## src/rtl/coord_entry_sequencer.sv

```systemverilog
// Coordinate-entry controller: captures up to four (X,Y) points and rotates them onto one display path.
// Optional target compare on the hit output is enabled by defining TARGET_MATCH_EN.
module coord_entry_sequencer #(
  parameter int unsigned DWELL_CYCLES = 50_000_000,
  parameter logic [3:0]  TARGET_X     = 4'h2,
  parameter logic [3:0]  TARGET_Y     = 4'h8
) (
  input  logic       clock,
  input  logic       reset,
  input  logic [3:0] X,
  input  logic [3:0] Y,
  input  logic       enter,
  output logic [3:0] disp_x,
  output logic [3:0] disp_y,
  output logic [1:0] disp_slot,
  output logic       disp_valid,
  output logic [2:0] count,
  output logic       full,
  output logic       overflow,
  output logic       hit
);

  localparam int unsigned CW = $clog2(DWELL_CYCLES);
  localparam logic [CW-1:0] DWELL_LAST = CW'(DWELL_CYCLES - 1);

  typedef enum logic [1:0] {EMPTY, FILL, FULL} state_t;

  state_t              state, state_n;
  logic [3:0][3:0]     slot_x, slot_x_n, slot_y, slot_y_n;
  logic [2:0]          count_n;
  logic [1:0]          disp_slot_n;
  logic [CW-1:0]       dwell, dwell_n;
  logic                enter_q;
  logic                overflow_n, hit_n, full_n, disp_valid_n;
  logic [3:0]          disp_x_n, disp_y_n;
  logic                capture, zero_pt;

  // State and registered outputs
  always_ff @(posedge clock or negedge reset) begin
    if (!reset) begin
      state      <= EMPTY;
      slot_x     <= '0;
      slot_y     <= '0;
      count      <= 3'd0;
      disp_slot  <= 2'd0;
      dwell      <= '0;
      enter_q    <= 1'b0;
      overflow   <= 1'b0;
      hit        <= 1'b0;
      full       <= 1'b0;
      disp_valid <= 1'b0;
      disp_x     <= 4'd0;
      disp_y     <= 4'd0;
    end else begin
      state      <= state_n;
      slot_x     <= slot_x_n;
      slot_y     <= slot_y_n;
      count      <= count_n;
      disp_slot  <= disp_slot_n;
      dwell      <= dwell_n;
      enter_q    <= enter;
      overflow   <= overflow_n;
      hit        <= hit_n;
      full       <= full_n;
      disp_valid <= disp_valid_n;
      disp_x     <= disp_x_n;
      disp_y     <= disp_y_n;
    end
  end

  // Next-state: capture events take priority over the dwell rotation
  always_comb begin
    state_n     = state;
    slot_x_n    = slot_x;
    slot_y_n    = slot_y;
    count_n     = count;
    disp_slot_n = disp_slot;
    dwell_n     = dwell;
    overflow_n  = overflow;
    capture     = enter & ~enter_q;
    zero_pt     = (X == 4'd0) && (Y == 4'd0);

    if (capture && zero_pt) begin
      state_n     = EMPTY;
      count_n     = 3'd0;
      disp_slot_n = 2'd0;
      dwell_n     = '0;
      overflow_n  = 1'b0;
    end else if (capture && state != FULL) begin
      slot_x_n[count[1:0]] = X;
      slot_y_n[count[1:0]] = Y;
      count_n     = count + 3'd1;
      disp_slot_n = count[1:0];
      dwell_n     = '0;
      state_n     = (count == 3'd3) ? FULL : FILL;
    end else begin
      if (capture) begin
        overflow_n = 1'b1;
      end
      if (state != EMPTY) begin
        if (dwell == DWELL_LAST) begin
          dwell_n     = '0;
          disp_slot_n = (({1'b0, disp_slot} + 3'd1) == count) ? 2'd0 : disp_slot + 2'd1;
        end else begin
          dwell_n = dwell + CW'(1);
        end
      end
    end

    full_n       = (count_n == 3'd4);
    disp_valid_n = (state_n != EMPTY);
    disp_x_n     = disp_valid_n ? slot_x_n[disp_slot_n] : 4'd0;
    disp_y_n     = disp_valid_n ? slot_y_n[disp_slot_n] : 4'd0;
  end

`ifdef TARGET_MATCH_EN
  logic match;

  // Target compare over the currently valid slots; hit follows one edge later
  always_comb begin
    match = 1'b0;
    for (int i = 0; i < 4; i++) begin
      if ((3'(i) < count) && (slot_x[i] == TARGET_X) && (slot_y[i] == TARGET_Y)) begin
        match = 1'b1;
      end
    end
    hit_n = (capture && zero_pt) ? 1'b0 : match;
  end
`else
  logic [7:0] unused_target;
  assign unused_target = {TARGET_X, TARGET_Y};

  always_comb begin
    hit_n = 1'b0;
  end
`endif

endmodule

```

## config.mk

```make
export PLATFORM = sky130hd
export DESIGN_NAME = coord_entry_sequencer
export DESIGN_NICKNAME = d
export VERILOG_FILES = /design/src/rtl/coord_entry_sequencer.sv
export SDC_FILE = /design/constraint.sdc
export NUM_CORES = 1
export LEC_CHECK = 0
export BUFFER_PORTS_ARGS = -buffer_cell sky130_fd_sc_hd__buf_4
export CAP_MARGIN = 25
export CELL_PAD_IN_SITES_DETAIL_PLACEMENT = 0
export CELL_PAD_IN_SITES_GLOBAL_PLACEMENT = 1
export CORE_AREA = 3 3 108 110
export CTS_BUF_LIST = sky130_fd_sc_hd__clkbuf_8
export CTS_CLUSTER_DIAMETER = 80
export DETAILED_ROUTE_END_ITERATION = 12
export DIE_AREA = 0 0 111 113
export GPL_ROUTABILITY_DRIVEN = 0
export PLACE_DENSITY = 0.62
export SLEW_MARGIN = 0
export SYNTH_ARGS = -nofsm -noshare
export SYNTH_HDL_FRONTEND = slang
export SYNTH_SLANG_ARGS = --single-unit
```

## constraint.sdc

```tcl
create_clock -name clock -period 4.6 [get_ports clock]
set_input_delay 0.92 -clock clock [delete_from_list [all_inputs] [get_ports clock]]
set_output_delay 0.92 -clock clock [all_outputs]
set_load 0.02 [all_outputs]
```

== Yosys cells after proc, flatten, opt, wreduce, memory -nomap -nowiden ==
Index checks and enable logic that the tools add are counted.
Storage, ports and cells
  bits in writable memories: 0
  ROM bits: 0
  memories kept: 0
  latch bits: 0
  output and inout bits: 17
  bits of input ports: 11
  register bits: 77
  logic and storage cells: 75
Operators by class
  multiply operators: 0
  reductions and logical operators: 11
  shift-type cells: 0
  eq/ne operators: 6
  bitwise logic cells: 2
  div/mod/pow operators: 0
  order comparisons: 3
  add/subtract/negate cells: 4
  mux-type cells: 31
Operators with widths (count)
  26-bit two-way mux: 4
  16-bit two-way mux: 4
  16-bit bitwise mux: 2
  26-bit by 1-bit adder with 26-bit output, second input constant: 1
  26-bit equality test, second input constant: 1
  4-bit two-way mux: 5
  4-bit binary-select mux with 2-bit select: 2
  2-bit two-way mux: 8
  4-bit demux with 2-bit select: 1
  4-bit zero test: 2
  2-bit by 3-bit less-than comparator with 1-bit output, second input constant: 2
  3-bit two-way mux: 2
  2-bit nonzero test: 3
  1-bit logical AND: 4
  2-bit != test, second input constant: 2
  2-bit by 1-bit adder with 3-bit output, second input constant: 1
  3-bit by 1-bit adder with 3-bit output, second input constant: 1
  3-bit by 2-bit equality test with 1-bit output, second input constant: 1
  3-bit equality test: 1
  3-bit equality test, second input constant: 1
  1-bit two-way mux: 3
  3-bit nonzero test: 1
  2-bit by 1-bit adder with 2-bit output, second input constant: 1
  2-bit by 1-bit >= comparator with 1-bit output, second input constant: 1
  3 further kinds: 3

== Longest topological paths before layout ==
  word-level depth: 10
  depth in mapped cells: 9
  depth with buffers taken out: 7

== Worst setup path after synthesis ==
OpenSTA, ideal clock, no wires.
  kind: input port to flip-flop
  start: input enter
  end: register disp_y[2]
  cell stages on the path: 8
  setup slack: 1.713 ns
  required time: 4.479 ns
  buffers on the path: 2
  arrival: 2.766 ns
  setup time: 0.121 ns
  cell sequence: nor2b_1 nand2b_1 clkbuf_1 o41a_1 a221oi_4 buf_6 mux2_1 a22o_1
Between the ends
  longest elaborated chain between the ends: 7
  elaborated cells between the ends (all ways): 13
  classes of those cells: mux (9); bitwise (1); reduce/logical (3)
RTL lines
  start: declaration: RTL line 12  | input logic enter,
  1-bit AND (*): RTL line 80  | capture = enter & ~enter_q;
  1-bit logical AND: RTL line 89  | end else if (capture && state != FULL) begin
  2-bit two-way mux: RTL line 89
  2-bit two-way mux (*): RTL line 83  | if (capture && zero_pt) begin
  named net disp_slot_n[1]: RTL line 31  | logic [1:0] disp_slot_n;
  4-bit binary-select mux with 2-bit select (*): RTL line 113  | disp_y_n = disp_valid_n ? slot_y_n[disp_slot_n] : 4'd0;
  4-bit two-way mux (implied by the code) (*): RTL line 113
  4-bit two-way mux (*): RTL line 113
  named net disp_y_n[2]: RTL line 35  | logic [3:0] disp_x_n, disp_y_n;
  end signal: assignment: RTL line 67  | disp_y <= disp_y_n;
  end: declaration: RTL line 14  | output logic [3:0] disp_y,
The timed path passes the listed nets; every way through them passes the cells marked *. The select of a mux whose other input is x is not followed.
A chain may end at the register's enable or synchronous reset.

== Final worst setup path ==
  start: input enter
  end: register disp_x[1]
Between the ends
  longest elaborated chain between the ends: 7
  elaborated cells between the ends (all ways): 13
  classes of those cells: mux (9); bitwise (1); reduce/logical (3)
RTL lines
  1-bit AND (*): RTL line 80
  1-bit logical AND: RTL line 89
  16-bit two-way mux / 2-bit two-way mux (equally long branches): RTL line 89
  16-bit two-way mux / 2-bit two-way mux (equally long branches): RTL line 83
  4-bit binary-select mux with 2-bit select: RTL line 112  | disp_x_n = disp_valid_n ? slot_x_n[disp_slot_n] : 4'd0;
  4-bit two-way mux (implied by the code): RTL line 112
  4-bit two-way mux (*): RTL line 112
  named net disp_x_n[1]: RTL line 35
  end signal: assignment: RTL line 66  | disp_x <= disp_x_n;
  end: declaration: RTL line 13  | output logic [3:0] disp_x,
Marks and branches as above.

==> flow_metrics.py <==
metrics = {
    "clock_tree": {
        "post-cts-setup-buffers": 0,
        "htreeDepth": 3,
        "ctsResizeCount": 0,
        "cts_buffers": 9,
        "cts_tree": "built",
        "cts_hold_buffers": 0,
        "numClockSinks": 77,
        "cts_root_buf": "clkbuf_8",
        "insertion_delay_ns": 0.37,
        "clk_pin_slew_ns": 0.08,
        "clock_path_buffers": 2,
    },
    "placement": {
        "place_hpwl_mm": 5.732,
        "postPlaceCellArea_mm2": 0.004110,
        "dp_worst_setup_slack_ns": 0.9172,
        "port_buffers": 26,
    },
    "timing": {
        "min_period_ns": 3.222,
        "drv_slew": 0,
        "hold_viol": 0,
        "slew_headroom": 0.2980,
        "tightest_slew_ns": 1.053,
        "fin_skew_ns": 0.01173,
        "tns_ns": 0,
        "fin_ws_ns": 1.378,
        "max_freq_ghz": 0.3104,
        "finalSetupViolations": 0,
        "rsz0062_at_grt": "false",
        "fin_crit_sh": 0.7004,
    },
    "cells_and_area": {
        "final_area_mm2": 0.004327,
        "nets": 382,
        "final_common_cell": "dfrtp_1",
        "syn_to_final_growth_pct": 14.73,
        "drive_gt1_frac": 0.2385,
        "diodes": 0,
        "post-route-util": 0.4009,
        "layout_common_cells": "dfrtp_1 (77), mux2_2 (38), nor2_1 (31)",
        "n_fill_cell": 1028,
    },
    "flow_run": {
        "maxCapViolations": 0,
    },
    "run_status": {
        "status": "finished clean",
    },
    "worst_hold_path": {
        "hp-class": "input port to async pin",
    },
    "power_and_ir_drop": {
        "pwr-share-comb": 0.349,
        "p_leak_nw": 1.859,
        "swShare": 0.3380,
        "powerDensity_mw_per_mm2": 531.4,
        "intPower_mw": 1.522,
        "power_mw": 2.299,
        "p_sw_mw": 0.7771,
        "p_seq_frac": 0.436,
        "p_clk_frac": 0.215,
        "ir_drop_mv": 0.2535,
    },
    "worst_setup_path": {
        "crit_type": "input port to register",
        "critPathCaptureType": "register",
        "cp-startpoint": "enter",
        "crit_fanout": 17,
        "startpoint_type": "input port",
        "r2r-end": "disp_x[1]",
        "crit_arrival_ns": 3.47,
        "crit_end": "disp_x[1]",
        "reg2reg_depth": 7,
        "reg2reg_slack_ns": 1.39,
        "r2r-start": "dwell[0]",
        "cp_data_required_time_ns": 4.85,
    },
    "yosys": {
        "yosysSeqAreaShare": 0.5109,
        "synth_cells": 332,
        "yosys_register_bits": 77,
        "yosysWarnings": 0,
        "netlist_area_mm2": 0.003771,
        "synth.distinct_cells": 46,
        "avgSynthCellArea_um2": 11.36,
        "syn-num-nets": 350,
    },
    "routing": {
        "via_per_inst": 5.185,
        "first_pass_iters": 4,
        "wl_mm": 8.465,
        "first_iter_violations": 148,
        "drc": 0,
        "ant_nets": 0,
        "avgRoutedWirePerCell_um": 16.63,
        "vias": 2639,
    },
    "global_route": {
        "grt_overflow": 0,
        "track_usage": 0.1471,
        "grt_pass1_wl_mm": 14.56,
        "grt_max_degree": 78,
        "first_global_vias": 2764,
        "antenna_found_initial": 0,
    },
    "floorplan": {
        "die_w_um": 111,
        "dieArea_mm2": 0.01254,
        "core_area_mm2": 0.01079,
        "fp-row-count": 38,
        "ios": 28,
        "start_util": 0.3494,
        "dieHeight_um": 113,
    },
}
-- logic make-up after synthesis --
family                   count (synthesis)  share of synthesized area
AO/OA/AOI/OAI                           42                    0.08294
XOR/XNOR                                20                    0.04645
adder cells (fa/ha/maj)                  7                    0.02322
buffers and inverters                   14                    0.01924
flip-flops                              77                     0.5109
multiplexers                            49                     0.1460
other                                    1                  0.0009944
AND/OR/NAND/NOR                        122                     0.1702
-- cells in the mapped netlist (all sizes together) --
cell	n	area share
dfrtp	77	0.51
mux2	48	0.14
nor2	31	0.031
nand2	25	0.025
nand3	16	0.021
o21ai	14	0.019
a22o	10	0.023
xnor2	10	0.023
xor2	10	0.023
nand4	8	0.013
ha	7	0.023
a21oi	6	0.0080
nor2b	6	0.010
nor3	6	0.0080
buf	5	0.010
inv	5	0.0050
and2	4	0.0066
and4	4	0.0093
clkbuf	4	0.0040
nor4	4	0.0083
or3	4	0.0066
and3	3	0.0050
nor4b	3	0.0086
a211oi	2	0.0040
nor3b	2	0.0040
o211a	2	0.0053
o31ai	2	0.0040
or4	2	0.0040
a2111oi	1	0.0040
a221oi	1	0.0070
a31oi	1	0.0017
and3b	1	0.0023
and4bb	1	0.0033
conb	1	0.00099
mux2i	1	0.0027
nand2b	1	0.0017
nand4b	1	0.0023
o211ai	1	0.0020
o311ai	1	0.0023
o41a	1	0.0030
-- registers in the layout, indices dropped and copies added (netlist names) --
register    count
overflow        1
state           2
dwell          26
slot_y         16
enter_q         1
disp_slot       2
slot_x         16
count           3
disp_y          4
disp_x          4
full            1
disp_valid      1
-- worst max-delay path, stage by stage --
cell and delay (ns):
buf_4 0.08, nor2b_1 0.36, nand2b_1 0.34, o41a_1 0.24, a221oi_4 0.87, mux2_2 0.42
a22o_1 0.22
-- power by group through the flow --
stage	combinational, mW	sequential, mW	clock [mW]
2_1_floorplan	0.504	1.06	0
3_3_place_gp	0.802	1.02	0
3_5_place_dp	0.816	1.02	0
4_1_cts	0.817	1.01	0.513
5_1_grt	0.896	1.03	0.539
6_report	0.802	1.00	0.494
-- metal layers --
metal / GRT usage / wire, um / part of all wire / up-vias
li1: - / - / - / 1264
met5: 0 / 0 / 0 / -
met2: 0.2407 / 4089 / 0.48 / 35
met4: 0.06568 / 167 / 0.020 / 0
met3: 0.03262 / 248 / 0.029 / 12
met1: 0.1879 / 3961 / 0.47 / 1328
-- worst min path at each step --
stage	startpoint	slack (ns)	end
2_1_floorplan	slot_x[11]	0.46	slot_x[11]
3_3_place_gp	slot_x[11]	0.47	slot_x[11]
3_5_place_dp	slot_y[5]	0.48	slot_y[5]
4_1_cts	slot_y[5]	0.50	slot_y[5]
5_1_grt	reset	0.47	dwell[18]
6_report	reset	0.47	dwell[22]
-- cell type report --
class | count | area [um2] | area share
repair buffers | 30 | 245.2 | 0.05668
multi-input cells | 241 | 1772 | 0.4095
flip-flops and latches | 77 | 1927 | 0.4453
clock inverters | 6 | 51.30 | 0.01186
clock buffers | 10 | 137.6 | 0.03181
inverters | 5 | 18.77 | 0.004338
well taps | 140 | 175.2 | 0.04049
-- through the flow --
stage	std cells	hold WS (ns)
global placement	492	0.4690
CTS	508	0.4957
global route	509	0.4700
floorplan	332	0.4561
detailed placement	492	0.4777
finish	509	0.4717
No activity file was read; power rests on OpenSTA's default activity.
